File: src/rtl/acc_pkg.sv
// Shared accelerator datapath definitions: default element geometry, pooling FSM states
// and the element-wise max helper used by the pooling units.
package acc_pkg;

  localparam int unsigned DEF_DW    = 16;
  localparam int unsigned DEF_LANES = 24;
  localparam int unsigned OUT_LANES = DEF_LANES / 2;

  typedef enum logic [0:0] {
    EVEN = 1'b0,
    ODD  = 1'b1
  } state_t;

  // Ties keep operand a, so callers pass the lower-index or buffered element first.
  function automatic logic [DEF_DW-1:0] max2(input logic [DEF_DW-1:0] a,
                                             input logic [DEF_DW-1:0] b,
                                             input logic              signed_mode);
    logic b_gt;
    b_gt = signed_mode ? ($signed(b) > $signed(a)) : (b > a);
    return b_gt ? b : a;
  endfunction

endpackage

File: src/rtl/maxpool_lane_reduce.sv
// Combinational lane reduction for 2x2 max pooling: pairwise horizontal max of one beat,
// then vertical max against a buffered even-row entry. MAXPOOL_STREAM_RELU_EN fuses a ReLU.
module maxpool_lane_reduce
  import acc_pkg::*;
#(
  parameter int unsigned DW    = DEF_DW,
  parameter int unsigned LANES = DEF_LANES
) (
  input  logic                      signed_mode,
  input  logic [LANES*DW-1:0]       in_data,
  input  logic [(LANES/2)*DW-1:0]   lb_data,
  output logic [(LANES/2)*DW-1:0]   h_c,
  output logic [(LANES/2)*DW-1:0]   pool_c
);

  localparam int unsigned OL = LANES / 2;

  always_comb begin
    h_c    = '0;
    pool_c = '0;
    for (int unsigned j = 0; j < OL; j++) begin
      h_c[j*DW +: DW]    = max2(in_data[(2*j)*DW +: DW], in_data[(2*j+1)*DW +: DW], signed_mode);
      pool_c[j*DW +: DW] = max2(lb_data[j*DW +: DW], h_c[j*DW +: DW], signed_mode);
`ifdef MAXPOOL_STREAM_RELU_EN
      if (signed_mode && pool_c[j*DW + DW - 1]) begin
        pool_c[j*DW +: DW] = '0;
      end
`endif
    end
  end

endmodule

File: src/rtl/maxpool_stream_2x2.sv
// Streaming 2x2 / stride-2 max pooling: even row is pair-reduced into a line buffer, odd row
// is combined with it and emitted through a single output register. Optional MAXPOOL_STREAM_RELU_EN.
module maxpool_stream_2x2
  import acc_pkg::*;
#(
  parameter int unsigned DW        = DEF_DW,
  parameter int unsigned LANES     = DEF_LANES,
  parameter int unsigned MAX_BEATS = 8,
  parameter int unsigned BW        = $clog2(MAX_BEATS) + 1
) (
  input  logic                    clock,
  input  logic                    reset,
  input  logic [BW-1:0]           cfg_beats,
  input  logic                    cfg_signed,
  input  logic                    in_valid,
  output logic                    in_ready,
  input  logic [LANES*DW-1:0]     in_data,
  output logic                    out_valid,
  input  logic                    out_ready,
  output logic [(LANES/2)*DW-1:0] out_data,
  output logic                    busy,
  output logic [31:0]             pool_cnt
);

  localparam int unsigned OW = (LANES / 2) * DW;
  localparam int unsigned IW = (MAX_BEATS > 1) ? $clog2(MAX_BEATS) : 1;

  state_t          state, state_nxt;
  logic [BW-1:0]   beat_cnt, cnt_nxt;
  logic [BW-1:0]   cfg_beats_q;
  logic            cfg_signed_q;
  logic            cfg_sample_c;
  logic [BW-1:0]   beats_raw_c, beats_eff_c;
  logic            signed_eff_c;
  logic            accept_c, load_c, out_valid_nxt;
  logic [OW-1:0]   h_c, pool_c, lb_rd_c;
  logic [OW-1:0]   linebuf [MAX_BEATS];

  // Config is live while idle at the start of an even row, latched otherwise.
  always_comb begin
    cfg_sample_c = (state == EVEN) && (beat_cnt == '0);
    beats_raw_c  = cfg_sample_c ? cfg_beats : cfg_beats_q;
    signed_eff_c = cfg_sample_c ? cfg_signed : cfg_signed_q;
    beats_eff_c  = beats_raw_c;
    if (beats_raw_c == '0) begin
      beats_eff_c = BW'(1);
    end else if (beats_raw_c > BW'(MAX_BEATS)) begin
      beats_eff_c = BW'(MAX_BEATS);
    end
  end

  assign lb_rd_c = linebuf[beat_cnt[IW-1:0]];

  maxpool_lane_reduce #(
    .DW    (DW),
    .LANES (LANES)
  ) u_reduce (
    .signed_mode (signed_eff_c),
    .in_data     (in_data),
    .lb_data     (lb_rd_c),
    .h_c         (h_c),
    .pool_c      (pool_c)
  );

  // Next-state, handshake and output-valid logic; odd-row ready passes through the output slot.
  always_comb begin
    state_nxt     = state;
    cnt_nxt       = beat_cnt;
    in_ready      = 1'b1;
    out_valid_nxt = out_valid;
    if (state == ODD) begin
      in_ready = !out_valid || out_ready;
    end
    accept_c = in_valid && in_ready;
    load_c   = accept_c && (state == ODD);
    if (accept_c) begin
      if (beat_cnt == beats_eff_c - BW'(1)) begin
        cnt_nxt   = '0;
        state_nxt = (state == EVEN) ? ODD : EVEN;
      end else begin
        cnt_nxt = beat_cnt + BW'(1);
      end
    end
    if (load_c) begin
      out_valid_nxt = 1'b1;
    end else if (out_ready) begin
      out_valid_nxt = 1'b0;
    end
  end

  always_ff @(posedge clock or posedge reset) begin
    if (reset) begin
      state        <= EVEN;
      beat_cnt     <= '0;
      cfg_beats_q  <= BW'(MAX_BEATS);
      cfg_signed_q <= 1'b1;
      out_valid    <= 1'b0;
      out_data     <= '0;
      pool_cnt     <= '0;
      busy         <= 1'b0;
    end else begin
      state     <= state_nxt;
      beat_cnt  <= cnt_nxt;
      out_valid <= out_valid_nxt;
      busy      <= (state_nxt != EVEN) || (cnt_nxt != '0) || out_valid_nxt;
      if (cfg_sample_c) begin
        cfg_beats_q  <= cfg_beats;
        cfg_signed_q <= cfg_signed;
      end
      if (load_c) begin
        out_data <= pool_c;
        pool_cnt <= pool_cnt + 32'd1;
      end
    end
  end

  // Line buffer holds data only; it is never read before being written in the same window.
  always_ff @(posedge clock) begin
    if (accept_c && (state == EVEN)) begin
      linebuf[beat_cnt[IW-1:0]] <= h_c;
    end
  end

endmodule

File: config.mk
export PLATFORM = sky130hd
export DESIGN_NAME = maxpool_stream_2x2
export DESIGN_NICKNAME = d
export VERILOG_FILES = /design/src/rtl/acc_pkg.sv /design/src/rtl/maxpool_lane_reduce.sv /design/src/rtl/maxpool_stream_2x2.sv
export SDC_FILE = /design/constraint.sdc
export NUM_CORES = 2
export LEC_CHECK = 0
export ABC_AREA = 1
export CAP_MARGIN = 5
export CORE_AREA = 4 4 365 367
export CTS_CLUSTER_SIZE = 12
export DETAILED_ROUTE_END_ITERATION = 10
export DIE_AREA = 0 0 369 371
export PLACE_DENSITY = 0.85
export SLEW_MARGIN = 20
export SYNTH_ARGS = -nofsm -noshare
export SYNTH_HDL_FRONTEND = slang
export SYNTH_SLANG_ARGS = --single-unit
File: constraint.sdc
create_clock -name clock -period 45.9 [get_ports clock]
set_clock_uncertainty 0.05 [all_clocks]
set_input_delay 9.18 -clock clock [delete_from_list [all_inputs] [get_ports clock]]
set_output_delay 9.18 -clock clock [all_outputs]
set_load 0.02 [all_outputs]
# After elaboration in Yosys (flattened, before gate mapping)

Memory sizes are Yosys's and may differ from the RTL's.
Index checks and enable logic that the tools add are counted.

Bitwise gates (word level): 1
Reduce and logical (&&, ||, !) cells: 11
Magnitude comparators: 49
Equality and inequality tests: 1
Mux-type cells: 62
Add/sub/neg operators: 3

Operators with widths:

| operator                | count |
|---|---|
| $gt A16 B16 Y1          | 48 |
| $mux W16                | 24 |
| $mux W1                 | 33 |
| $add A32 B1 Y32 const B | 1 |
| $mux W4                 | 5 |
| $logic_not A4 Y1        | 2 |
| $add A4 B1 Y4 const B   | 1 |
| $eq A4 B4 Y1            | 1 |
| $gt A4 B4 Y1 const B    | 1 |
| $logic_and A1 B1 Y1     | 4 |
| $reduce_bool A4 Y1      | 1 |
| $sub A4 B1 Y4 const B   | 1 |
| $logic_or A1 B1 Y1      | 3 |
| $logic_not A1 Y1        | 1 |
| $not A1 Y1              | 1 |

Input port bits: 393
RAM bits: 1536
Memories kept: 1
Register bits: 236
Logic and storage cells: 136

Memories:

| name    | depth | bits a word | read ports | clocked after Yosys merged registers in | write ports | RTL line                 | text |
|---|---|---|---|---|---|---|---|
| linebuf | 8     | 192         | 1          | 0                                       | 1           | maxpool_stream_2x2.sv:37 | `logic [OW-1:0] linebuf [MAX_BEATS];` |

# Logic depth before layout (Yosys ltp)

Word-level depth: 13
Depth in mapped cells: 32
Depth with buffers taken out: 30

# Modules after synthesis

Synthesis repeated with hierarchy kept, for this count alone.

Cell total of the unflattened synthesis: 7371
Area total of the unflattened synthesis: 81962.4 um^2

Modules (own cells, without submodules):

| module              | times used | seq. area each (um^2) | cells each | area an instance (um^2) |
|---|---|---|---|---|
| maxpool_stream_2x2  | 1          | 52032.4               | 4163       | 64394.3 |
| maxpool_lane_reduce | 1          | 0.0                   | 3208       | 17568.1 |

# Least setup slack after synthesis

No wires, ideal clock.

Path type: input -> register
Start: in in_valid
End: mem linebuf[4][0] (netlist bit), enable pin
Path buffers: 0
Setup slack: 17.165 ns
Arrival: 27.470 ns
Cell stages on the path: 4
Cells stage by stage: inv_1 -> nor2_1 -> inv_1 -> nor4_1

Word-level cells in the longest chain between the ends: 4

RTL lines:

| what                          | RTL line                  | text |
|---|---|---|
| start, declared               | maxpool_stream_2x2.sv:15  | `input logic in_valid,` |
| $logic_and A1 B1 Y1           | maxpool_stream_2x2.sv:74  | `accept_c = in_valid && in_ready;` |
| $logic_and A1 B1 Y1           | maxpool_stream_2x2.sv:119 | `if (accept_c && (state == EVEN)) begin` |
| $mux W1                       | maxpool_stream_2x2.sv:119 |  |
| $mux W1 (not written as such) | maxpool_stream_2x2.sv:120 | `linebuf[beat_cnt[IW-1:0]] <= h_c;` |
| end, declared                 | maxpool_stream_2x2.sv:37  |  |

No other way between the ends.

# Worst setup path after layout

Start: in out_ready
End: out in_ready

Word-level cells in the longest chain between the ends: 2

RTL lines:

| what               | RTL line                 | text |
|---|---|---|
| start, declared    | maxpool_stream_2x2.sv:19 | `input logic out_ready,` |
| $logic_or A1 B1 Y1 | maxpool_stream_2x2.sv:72 | `in_ready = !out_valid \|\| out_ready;` |
| $mux W1            | maxpool_stream_2x2.sv:71 | `if (state == ODD) begin` |
| end, declared      | maxpool_stream_2x2.sv:16 | `output logic in_ready,` |

No other way between the ends.

==> out/qor.yml <==
drt_pass1_iterations: 7
arrival_ns: 10.42
cts_resized: 0
postCtsSetupRepairBufs: 0
synth_edf_count: 1536
yosys_register_bits: 1772
syn_to_final_growth_pct: 15.9
combPwrFrac_pct: 44.3
die_area_sq_um: 137000
critPathMaxFanout: 2
grt_first_pass_wirelength_mm: 330
worstPathCellList: "clkdlybuf4s50_1 > inv_1 > nand3_1 > clkdlybuf4s50_1"
drc: 0
drv_cap: 0
syn_avg_cell_area_sq_um: 10.8
numCtsBuffers: 177
htreeDepth: 4
power.density_nw_per_um2: 68.9
syn-num-nets: 8328
synth-main-ff-cell: "edfxtp_1"
criticalPathCategory: "in2out"
drt-initial-drc-count: 6791
path_clk_slew_ns: 0.06
yosysTopAreaCell: "edfxtp_1"
overflow: 0
grt_pass1_vias: 60500
seqPwrFrac_pct: 34.9
vias: 60600
required_ns: 36.67
synth.top_cell.area_share_pct: 56.5
finalWeightedCongestion: 0.905
crit_slowest_cell: "clkdlybuf4s50_1"
track_usage_pct: 31.0
ys_seq_area_share_pct: 63.8
period_minus_slack_ns: 19.65
drt-total-wl_mm: 217
total_power_uw: 6520
nNetsFinal: 8898
dpl.hpwl_mm: 128
dieHeight_um: 371
num_io_pins: 620
core-area_sq_um: 129000
yosys-top-cells-area: "edfxtp_1 57%, nand2_1 12%, dfrtp_1 7.2%, ha_1 5.9%, nand4_1 3.0%"
slew_headroom_pct: 20.0
p_sw_uw: 2680
status: "completed"
cts_hold_buf: 0
synth.distinct_cells: 46
max_freq_mhz: 50.9
slew_violations: 0
cts_buffer_depth: 3
period_share_pct: 42.8
ant_nets: 0
clockPowerShare_pct: 20.8
hold_class: "reg2reg"
initial_utilization_pct: 63.0
cts.root.buffer_cell: "clkbuf_16"
hold_violations: 0
swShare_pct: 41.1
ys_warn_count: 0
async_flop_share_pct: 13.3
netlist_instances: 7547
final_layout_size_suffix_gt1_share_pct: 5.78
fin_util_pct: 73.1
avgViaCountPerCell: 6.06
clkLatencyLatePin_ns: 0.80
p_int_uw: 3840
worst_pin_slew_ns: 1.20
dieWidth_um: 369
path_common_cell: "clkdlybuf4s50_1"
numPortBuffers: 619
setup-violations-final: 0
cts_sinks: 1772
crit_buf_inv: 3
grt_max_degree: 140
cts_tree: "built"
cp-end-kind: "output port"
detail_route.wl_per_cell_um: 21.6
cp_top_family: "buffers and inverters"
cp_slowest_stage_delay_ns: 0.63
grt_setup_unrepaired: "no"
start_kind: "input pin"
fp-row-count: 132
holdWs_ns: 0.417
power_leakage_uw: 0.0384
finalSetupTns_ns: 0
ir_worst_vdd_mv: 0.0657
syn-cell-area_sq_um: 81600
antenna_found_initial: 2
==> registers in the layout, indices dropped and copies added, names as in the netlist <==
name and flops:
cfg_signed_q 1, pool_cnt 32, out_valid 1, out_data 192, linebuf 1536, busy 1
beat_cnt 4, cfg_beats_q 4, state 1
==> worst register-to-register path, delay by kind of cell (launching register included) <==
family	cells	cell delay (ns)
buf+inv	6	2.92
simple gates	11	2.07
compound gates	3	0.34
flops	1	0.80
fa+ha+maj	1	0.32
==> cell usage in the layout (no fill, tap or decap), types with 15 or more instances in the layout <==
cell | Yosys | routed
inv_1 | 572 | 571
inv_2 | 84 | 79
nand3_1 | 267 | 266
xor2_1 | 23 | 23
nand4_1 | 386 | 386
nand3_2 | 29 | 30
o21ai_0 | 66 | 66
nand3_4 | 23 | 23
edfxtp_1 | 1536 | 1536
dfrtp_1 | 234 | 234
nand2_1 | 2573 | 2572
a22oi_1 | 191 | 191
and3_1 | 37 | 37
buf_4 | 19 | 46
nor2_1 | 173 | 167
nor3_1 | 20 | 20
clkdlybuf4s50_1 | 0 | 619
o21a_1 | 24 | 24
o21bai_1 | 15 | 15
ha_1 | 388 | 388
clkbuf_16 | 0 | 183
clkbuf_1 | 87 | 90
or2_2 | 26 | 26
a21oi_1 | 469 | 469
==> per-layer routing <==
layer	share of wire, %	vias up	track usage [%]
li1	-	27400	-
met1	37	28800	40.2
met2	49	3791	52.7
met3	10	570	4.81
met4	3.5	0	13.0
met5	0	-	0
==> power by group through the flow <==
stage                     logic (uW)  clock network (uW)  registers (uW)
after floorplan                 1840                   0            2440
after global placement          2690                   0            2290
after detailed placement        2800                   0            2300
after CTS                       2850                1360            2280
after global routing            3170                1440            2300
final                           2890                1350            2280
==> synth_stat cells (7+ instances only) <==
| cell type | number |
|---|---|
| nand2_1 | 2573 |
| edfxtp_1 | 1536 |
| inv_1 | 572 |
| a21oi_1 | 469 |
| ha_1 | 388 |
| nand4_1 | 386 |
| nand3_1 | 267 |
| dfrtp_1 | 234 |
| a22oi_1 | 191 |
| nor2_1 | 173 |
| buf_2 | 155 |
| clkbuf_1 | 87 |
| inv_2 | 84 |
| o21ai_0 | 66 |
| and3_1 | 37 |
| nand3_2 | 29 |
| or2_2 | 26 |
| o21a_1 | 24 |
| nand3_4 | 23 |
| xor2_1 | 23 |
| nor3_1 | 20 |
| buf_4 | 19 |
| buf_1 | 15 |
| o21bai_1 | 15 |
| a22o_1 | 12 |
| nand3b_1 | 12 |
| o2111a_1 | 12 |
| o211ai_1 | 12 |
| nor2_2 | 11 |
| xnor2_1 | 10 |
| nor4_1 | 9 |
| o2111ai_1 | 9 |
| nand2_2 | 7 |
| nor2_4 | 7 |
==> cell families after synthesis <==
group                      synth area share (%)
and+or+nand+nor                            19.3
DFF                                        63.8
buffers and inverters                      4.69
AOI/OAI and AO/OA                          5.97
adders and majority gates                  5.95
xor gates and xnor gates                  0.354
==> layout make-up <==
class	count	area, sq um
Inverter	656	2490
Sequential cell	1772	52000
Clock buffer	278	4990
Fill cell	8227	34900
Multi-Input combinational cell	4837	25800
Clock inverter	41	389
Antenna cell	2	5.00
Tap cell	1742	2180
Timing Repair Buffer	673	6700
==> stage by stage <==
stage | cells | setup WS [ns] | cell area, sq um
2_1_floorplan | 7547 | 17.17 | 81600
3_3_place_gp | 9679 | 26.25 | 89200
3_5_place_dp | 9680 | 26.25 | 89200
4_1_cts | 9999 | 26.24 | 94600
5_1_grt | 10000 | 26.21 | 94600
6_report | 10000 | 26.25 | 94600
==> path summary, 6_finish.rpt <==
kind | cells past startpoint | endpoint | start | slack, ns
worst max-delay path | 4 | in_ready | out_ready | 26.25
worst min-delay path | 1 | pool_cnt[31] | pool_cnt[31] | 0.42
worst max register to register | 21 | out_data[152] | beat_cnt[1] | 39.33
worst min register to register | 1 | pool_cnt[31] | pool_cnt[31] | 0.42
max in group asynchronous | 4 | out_data[9] | reset | 34.90
min in group asynchronous | 2 | out_data[99] | reset | 8.90
(Power assumes the default switching activity.)
